## config.mk

```make
export PLATFORM = sky130hd
export DESIGN_NAME = addr4u_residue_check
export DESIGN_NICKNAME = d
export VERILOG_FILES = /design/src/rtl/addr4u_residue_check.sv
export SDC_FILE = /design/constraint.sdc
export NUM_CORES = 1
export LEC_CHECK = 0
export BUFFER_PORTS_ARGS = -buffer_cell sky130_fd_sc_hd__buf_2
export CAP_MARGIN = 20
export CORE_MARGIN = 2
export CORE_UTILIZATION = 45
export DETAILED_ROUTE_END_ITERATION = 10
export GPL_TIMING_DRIVEN = 0
export PLACE_DENSITY = 0.69
export SLEW_MARGIN = 20
export SYNTH_ARGS = -nofsm -noshare
export SYNTH_HDL_FRONTEND = slang
export SYNTH_SLANG_ARGS = --single-unit
```

## constraint.sdc

```tcl
create_clock -name clk -period 3.7 [get_ports clk]
set_input_delay 0.74 -clock clk [delete_from_list [all_inputs] [get_ports clk]]
set_output_delay 0.74 -clock clk [all_outputs]
set_load 0.03 [all_outputs]
```

## src/rtl/addr4u_residue_check.sv

```systemverilog
// Purpose : mod-3 residue checker for a 4-bit adder result, with error count and sticky fault FSM.
// Latency : 2 cycles (S1 capture, S2 check) from the accepting edge to out_valid; 1 triple/cycle.
// Backpr. : valid/ready; stalls hold both stages; in_ready = !s1_vld || !s2_vld || out_ready.
//
// Ports:
//   clk, rst_n                    clock, async active-low reset
//   in_valid/in_ready             operand/sum triple handshake (in_a, in_b, in_sum)
//   out_valid/out_ready           checked result handshake (out_sum, out_err)
//   err_cnt                       saturating count of erroneous results (CNT_W bits)
//   fault_latched, clr_fault      sticky fault indicator and its synchronous clear
module addr4u_residue_check #(
   parameter int CNT_W      = 8,
   parameter int ERR_THRESH = 4
) (
   input  logic             clk,
   input  logic             rst_n,
   input  logic             in_valid,
   output logic             in_ready,
   input  logic [3:0]       in_a,
   input  logic [3:0]       in_b,
   input  logic [4:0]       in_sum,
   output logic             out_valid,
   input  logic             out_ready,
   output logic [4:0]       out_sum,
   output logic             out_err,
   output logic [CNT_W-1:0] err_cnt,
   output logic             fault_latched,
   input  logic             clr_fault
);

   localparam logic [3:0]       THRESH  = 4'(ERR_THRESH);
   localparam logic [CNT_W-1:0] CNT_MAX = {CNT_W{1'b1}};

   typedef enum logic [1:0] {
      ST_OK      = 2'd0,
      ST_SUSPECT = 2'd1,
      ST_FAULT   = 2'd2
   } state_t;

   // x mod 3, MSB-first: r <- (2r + bit) mod 3, never leaving 2 bits.
   function automatic logic [1:0] mod3(input logic [4:0] x);
      logic [2:0] t;
      logic [1:0] r;
      r = 2'd0;
      for (int i = 4; i >= 0; i--) begin
         t = {r, x[i]};
         if (t >= 3'd3) t = t - 3'd3;
         r = t[1:0];
      end
      return r;
   endfunction

   // ---------------- pipeline registers ----------------
   logic       s1_vld_q, s1_vld_d;
   logic [3:0] s1_a_q, s1_a_d;
   logic [3:0] s1_b_q, s1_b_d;
   logic [4:0] s1_sum_q, s1_sum_d;
   logic       s2_vld_q, s2_vld_d;
   logic [4:0] s2_sum_q, s2_sum_d;
   logic       s2_err_q, s2_err_d;
   logic [CNT_W-1:0] err_cnt_q, err_cnt_d;

   logic       s2_adv, s1_adv;
   logic [1:0] ra, rb, rs;
   logic [2:0] rab;
   logic [1:0] rab_mod;
   logic       hs, hs_err;

   assign s2_adv   = !s2_vld_q || out_ready;
   assign s1_adv   = !s1_vld_q || s2_adv;
   assign in_ready = s1_adv;

   assign ra = mod3({1'b0, s1_a_q});
   assign rb = mod3({1'b0, s1_b_q});
   assign rs = mod3(s1_sum_q);

   // (ra+rb) needs 3 bits (max 4) before a single conditional subtract.
   assign rab     = {1'b0, ra} + {1'b0, rb};
   assign rab_mod = (rab >= 3'd3) ? 2'(rab - 3'd3) : rab[1:0];

   assign hs     = s2_vld_q && out_ready;
   assign hs_err = hs && s2_err_q;

   always_comb begin
      s1_vld_d  = s1_vld_q;
      s1_a_d    = s1_a_q;
      s1_b_d    = s1_b_q;
      s1_sum_d  = s1_sum_q;
      s2_vld_d  = s2_vld_q;
      s2_sum_d  = s2_sum_q;
      s2_err_d  = s2_err_q;
      err_cnt_d = err_cnt_q;

      if (s1_adv) begin
         s1_vld_d = in_valid;
         if (in_valid) begin
            s1_a_d   = in_a;
            s1_b_d   = in_b;
            s1_sum_d = in_sum;
         end
      end

      if (s2_adv) begin
         s2_vld_d = s1_vld_q;
         if (s1_vld_q) begin
            s2_sum_d = s1_sum_q;
            s2_err_d = (rab_mod != rs);
         end
      end

      if (hs_err && (err_cnt_q != CNT_MAX)) err_cnt_d = err_cnt_q + 1'b1;
   end

   always_ff @(posedge clk or negedge rst_n) begin
      if (!rst_n) begin
         s1_vld_q  <= 1'b0;
         s1_a_q    <= '0;
         s1_b_q    <= '0;
         s1_sum_q  <= '0;
         s2_vld_q  <= 1'b0;
         s2_sum_q  <= '0;
         s2_err_q  <= 1'b0;
         err_cnt_q <= '0;
      end else begin
         s1_vld_q  <= s1_vld_d;
         s1_a_q    <= s1_a_d;
         s1_b_q    <= s1_b_d;
         s1_sum_q  <= s1_sum_d;
         s2_vld_q  <= s2_vld_d;
         s2_sum_q  <= s2_sum_d;
         s2_err_q  <= s2_err_d;
         err_cnt_q <= err_cnt_d;
      end
   end

   // ---------------- fault FSM ----------------
   state_t     state_q;
   logic [3:0] cc_q;
   logic       fault_q;

   // clr_fault wins over a coincident error handshake (err_cnt still counts it).
   always_ff @(posedge clk or negedge rst_n) begin
      if (!rst_n) begin
         state_q <= ST_OK;
         cc_q    <= 4'd0;
         fault_q <= 1'b0;
      end else if (clr_fault) begin
         state_q <= ST_OK;
         cc_q    <= 4'd0;
         fault_q <= 1'b0;
      end else if (hs) begin
         case (state_q)
            ST_OK: begin
               if (s2_err_q) begin
                  cc_q <= 4'd1;
                  if (THRESH == 4'd1) begin
                     state_q <= ST_FAULT;
                     fault_q <= 1'b1;
                  end else begin
                     state_q <= ST_SUSPECT;
                  end
               end
            end
            ST_SUSPECT: begin
               if (s2_err_q) begin
                  cc_q <= cc_q + 4'd1;
                  if ((cc_q + 4'd1) >= THRESH) begin
                     state_q <= ST_FAULT;
                     fault_q <= 1'b1;
                  end
               end else begin
                  cc_q    <= 4'd0;
                  state_q <= ST_OK;
               end
            end
            default: begin
               // FAULT is sticky; cc is held.
               state_q <= ST_FAULT;
               fault_q <= 1'b1;
            end
         endcase
      end
   end

   assign out_valid     = s2_vld_q;
   assign out_sum       = s2_sum_q;
   assign out_err       = s2_err_q;
   assign err_cnt       = err_cnt_q;
   assign fault_latched = fault_q;

endmodule

```

==> flow_summary.ini <==
[logic_synthesis]
ys_seq_area_frac = 0.444
yosysWarnings = 0
synth_async_sr_flop_share = 1.00
synth_area_mm2 = 0.00203
yosys.cell_count.top_type = dfrtp_1
synthCells = 188
synth_ff_type = dfrtp_1
ys_ff_latch = 36
ys_top_cells_by_area = dfrtp_1 44%, mux2_2 10%, ha_1 8.6%
synthesis.nets = 221
yosys-top-cells-count = 36 x dfrtp_1, 18 x mux2_2, 18 x nor2_1, 14 x ha_1, 14 x nand2_1
yosys.area.top_type = dfrtp_1
synth_top_area_share = 0.444
avgSynthCellArea_um2 = 10.8
synthDistinctLibCells = 41
synth_edf_count = 0

[routing]
first_pass_iters = 4
drt_first_iter_violations = 89
wl_mm = 4.05
via_per_inst = 5.42
drtAntennaViolNets = 0
post_drt_wl_per_cell_um = 13.9
route.detailed.drc = 0
vias = 1576

[floorplanning]
core-area_mm2 = 0.00435
start_util = 0.466
die_h_um = 71.1
rows = 24
io_pins = 35
die_area_mm2 = 0.00506
die_w_um = 71.1

[sta]
tightestPinTransition_ns = 0.822
skew_ns = 0.00391
final.setup.tns_ns = 0
max_slew_margin = 0.452
hold_viol_final = 0
max_freq_mhz = 282
fin_crit_sh = 0.960
layout_min_cycle_time_ns = 3.55
drv_slew = 0
setup_viol = 0

[worst_hold_path]
min_path_cells = 2
min_path_type = reg2reg
hold_end = out_sum[0]$_DFFE_PN0P_
min_from = out_sum[0]$_DFFE_PN0P_

[pwr]
p_per_area_mw_per_mm2 = 749
switching_share = 0.401
p_int_mw = 1.14
p_switching_mw = 0.759
p_comb_frac = 0.551
pwr-share-seq = 0.296
peakVddDrop_uv = 471
p_clk_frac = 0.152
p_leak_nw = 1.17

[clock_tree]
holdBufCountCts = 0
htree_levels = 2
cts_buffer_depth = 2
clk_latency_ns = 0.29
clock_sinks = 36
cts_buffers = 5
cts_tree = yes
path_clk_slew_ns = 0.07
cts.root.buffer_cell = clkbuf_8

[grt]
gr-total-overflow = 0
grt_antenna_before_repair = 0
grt_max_degree = 37
grt_usage = 0.168
grt_pass1_wl_mm = 6.63
first_global_vias = 1458

[placement]
placed_area_mm2 = 0.00226
dp_hpwl_mm = 2.68
gp_congestion = 0.761
numPortBuffers = 34

[setup_path]
path_max_fanout = 4
r2r-start = s1_a_q[2]$_DFFE_PN0P_
startpoint = s1_a_q[2]$_DFFE_PN0P_
reg2reg_to = out_err$_DFFE_PN0P_
cp-start-kind = register
critPathKind = reg2reg
cp.arrival_ns = 3.72
crit_family = adder cells
crit_top_cell = ha_2
r2r.worst_path.cells = 16
required_ns = 3.87
worstPathCellList = nor2b_4 > ha_2 > nor2_2 > o21ai_2 > xor2_2 > ha_1 > a221o_1 > or2_4 > a21oi_2 > ha_2 > fa_2 > ha_4 > nor4b_4 > nor3_1 > mux2i_1 > o211ai_2
critPathCaptureType = register
crit_buf_inv = 0
max_stage_delay_ns = 0.48
slowest_stage = fa_2
regToRegSetupSlack_ns = 0.15

[outcome]
outcome = complete, no violations

[layout]
n_antenna_cell = 0
areaGrowthSynthToFinish_pct = 24.8
layout-drive-gt1-share = 0.397
fillerInstances = 373
post-route-cell-area_mm2 = 0.00253
fin_nets = 271

[flow_run]
drv_cap = 0
[worst max-delay path by stage]
stage                               end  slack [ns]  cells past startpoint
detailed placement  out_err$_DFFE_PN0P_       -0.16                     16
global placement    out_err$_DFFE_PN0P_       -0.10                     16
global route        out_err$_DFFE_PN0P_       -0.05                     18
CTS                 out_err$_DFFE_PN0P_        0.03                     16
floorplan           out_err$_DFFE_PN0P_        0.10                     16
finish              out_err$_DFFE_PN0P_        0.15                     16
[sequential cells by signal (all words and copies together), names as in the netlist, 2 cells and up]
| name | flops |
|---|---|
| s1_b_q | 4 |
| state_q | 2 |
| s1_sum_q | 5 |
| err_cnt | 8 |
| cc_q | 4 |
| s1_a_q | 4 |
| out_sum | 5 |
[power groups by stage]
stage          Combinational [mW]  Clock, mW  Sequential (mW)
2_1_floorplan               0.512          0            0.651
4_1_cts                     0.942      0.299            0.557
6_report                     1.04      0.289            0.561
3_5_place_dp                0.770          0            0.563
3_3_place_gp                0.743          0            0.561
5_1_grt                      1.13      0.316            0.576
[final cells by class]
type                       count  area (µm²)  area share
multi-input combinational    145        1210       0.477
sequential                    36         901       0.356
tap                           52        65.1      0.0257
clock buffer                   6        82.6      0.0326
buffer                         1        3.75     0.00148
timing repair buffer          43         238      0.0940
inverter                       6        22.5     0.00890
clock inverter                 2        10.0     0.00396
[repair_timing]
action,in CTS,in global routing
buffers inserted,1,8
setup endpoints to repair,1,1
pin swaps,2,11
gates resized for setup,8,18
[worst reg2reg max path: stages, from the launching register on]
cell and delay, ns:
dfrtp_1 0.38, nor2b_4 0.14, ha_2 0.17, nor2_2 0.14, o21ai_2 0.10, xor2_2 0.16, ha_1 0.18, a221o_1 0.29
or2_4 0.27, a21oi_2 0.13, ha_2 0.19, fa_2 0.48, ha_4 0.21, nor4b_4 0.23, nor3_1 0.09, mux2i_1 0.19
o211ai_2 0.11
[cells in the final DEF (no fill, tap or decap), types with 3 or more instances in the layout]
master,netlist,final
inv_1,6,6
nand2b_1,6,6
a21oi_1,7,6
o21ai_0,9,7
buf_4,0,9
and3_1,4,4
ha_1,14,10
nor2_1,18,15
dfrtp_1,36,36
nor3_1,6,5
mux2_2,18,18
xnor2_1,7,7
xor2_1,5,3
clkbuf_8,0,6
ha_2,0,3
nor2_2,0,3
nor2b_4,1,3
nand2_1,14,14
buf_2,0,34
[metrics by stage]
| stage | power (mW) | utilization | std cells | worst slack [ns] | hold slack, ns |
|---|---|---|---|---|---|
| finish | 1.90 | 0.581 | 291 | 0.149 | 0.482 |
| global route | 2.02 | 0.581 | 291 | -0.0472 | 0.513 |
| CTS | 1.80 | 0.552 | 283 | 0.0255 | 0.486 |
| detailed placement | 1.33 | 0.520 | 274 | -0.160 | 0.470 |
| global placement | 1.30 | 0.520 | 274 | -0.101 | 0.460 |
| floorplan | 1.16 | - | 188 | 0.105 | 0.444 |
[cell families (layout without fill, tap and decap cells)]
group	after synthesis	count (layout)	synth area share
AO/OA/AOI/OAI	34	34	0.120
flip-flops	36	36	0.444
AND/OR/NAND/NOR	63	63	0.159
XOR/XNOR	12	12	0.0519
adder cells (fa/ha/maj)	15	15	0.0963
multiplexers	21	21	0.115
buffers and inverters	7	58	0.0130
[layer usage]
metal | share of wire | global-route usage | up-vias
met5 | 0 | 0 | -
met4 | 0.015 | 0.0566 | 0
met3 | 0.045 | 0.0470 | 8
met2 | 0.49 | 0.264 | 38
met1 | 0.45 | 0.224 | 756
li1 | - | - | 774
No activity file was read; power rests on OpenSTA's default activity.
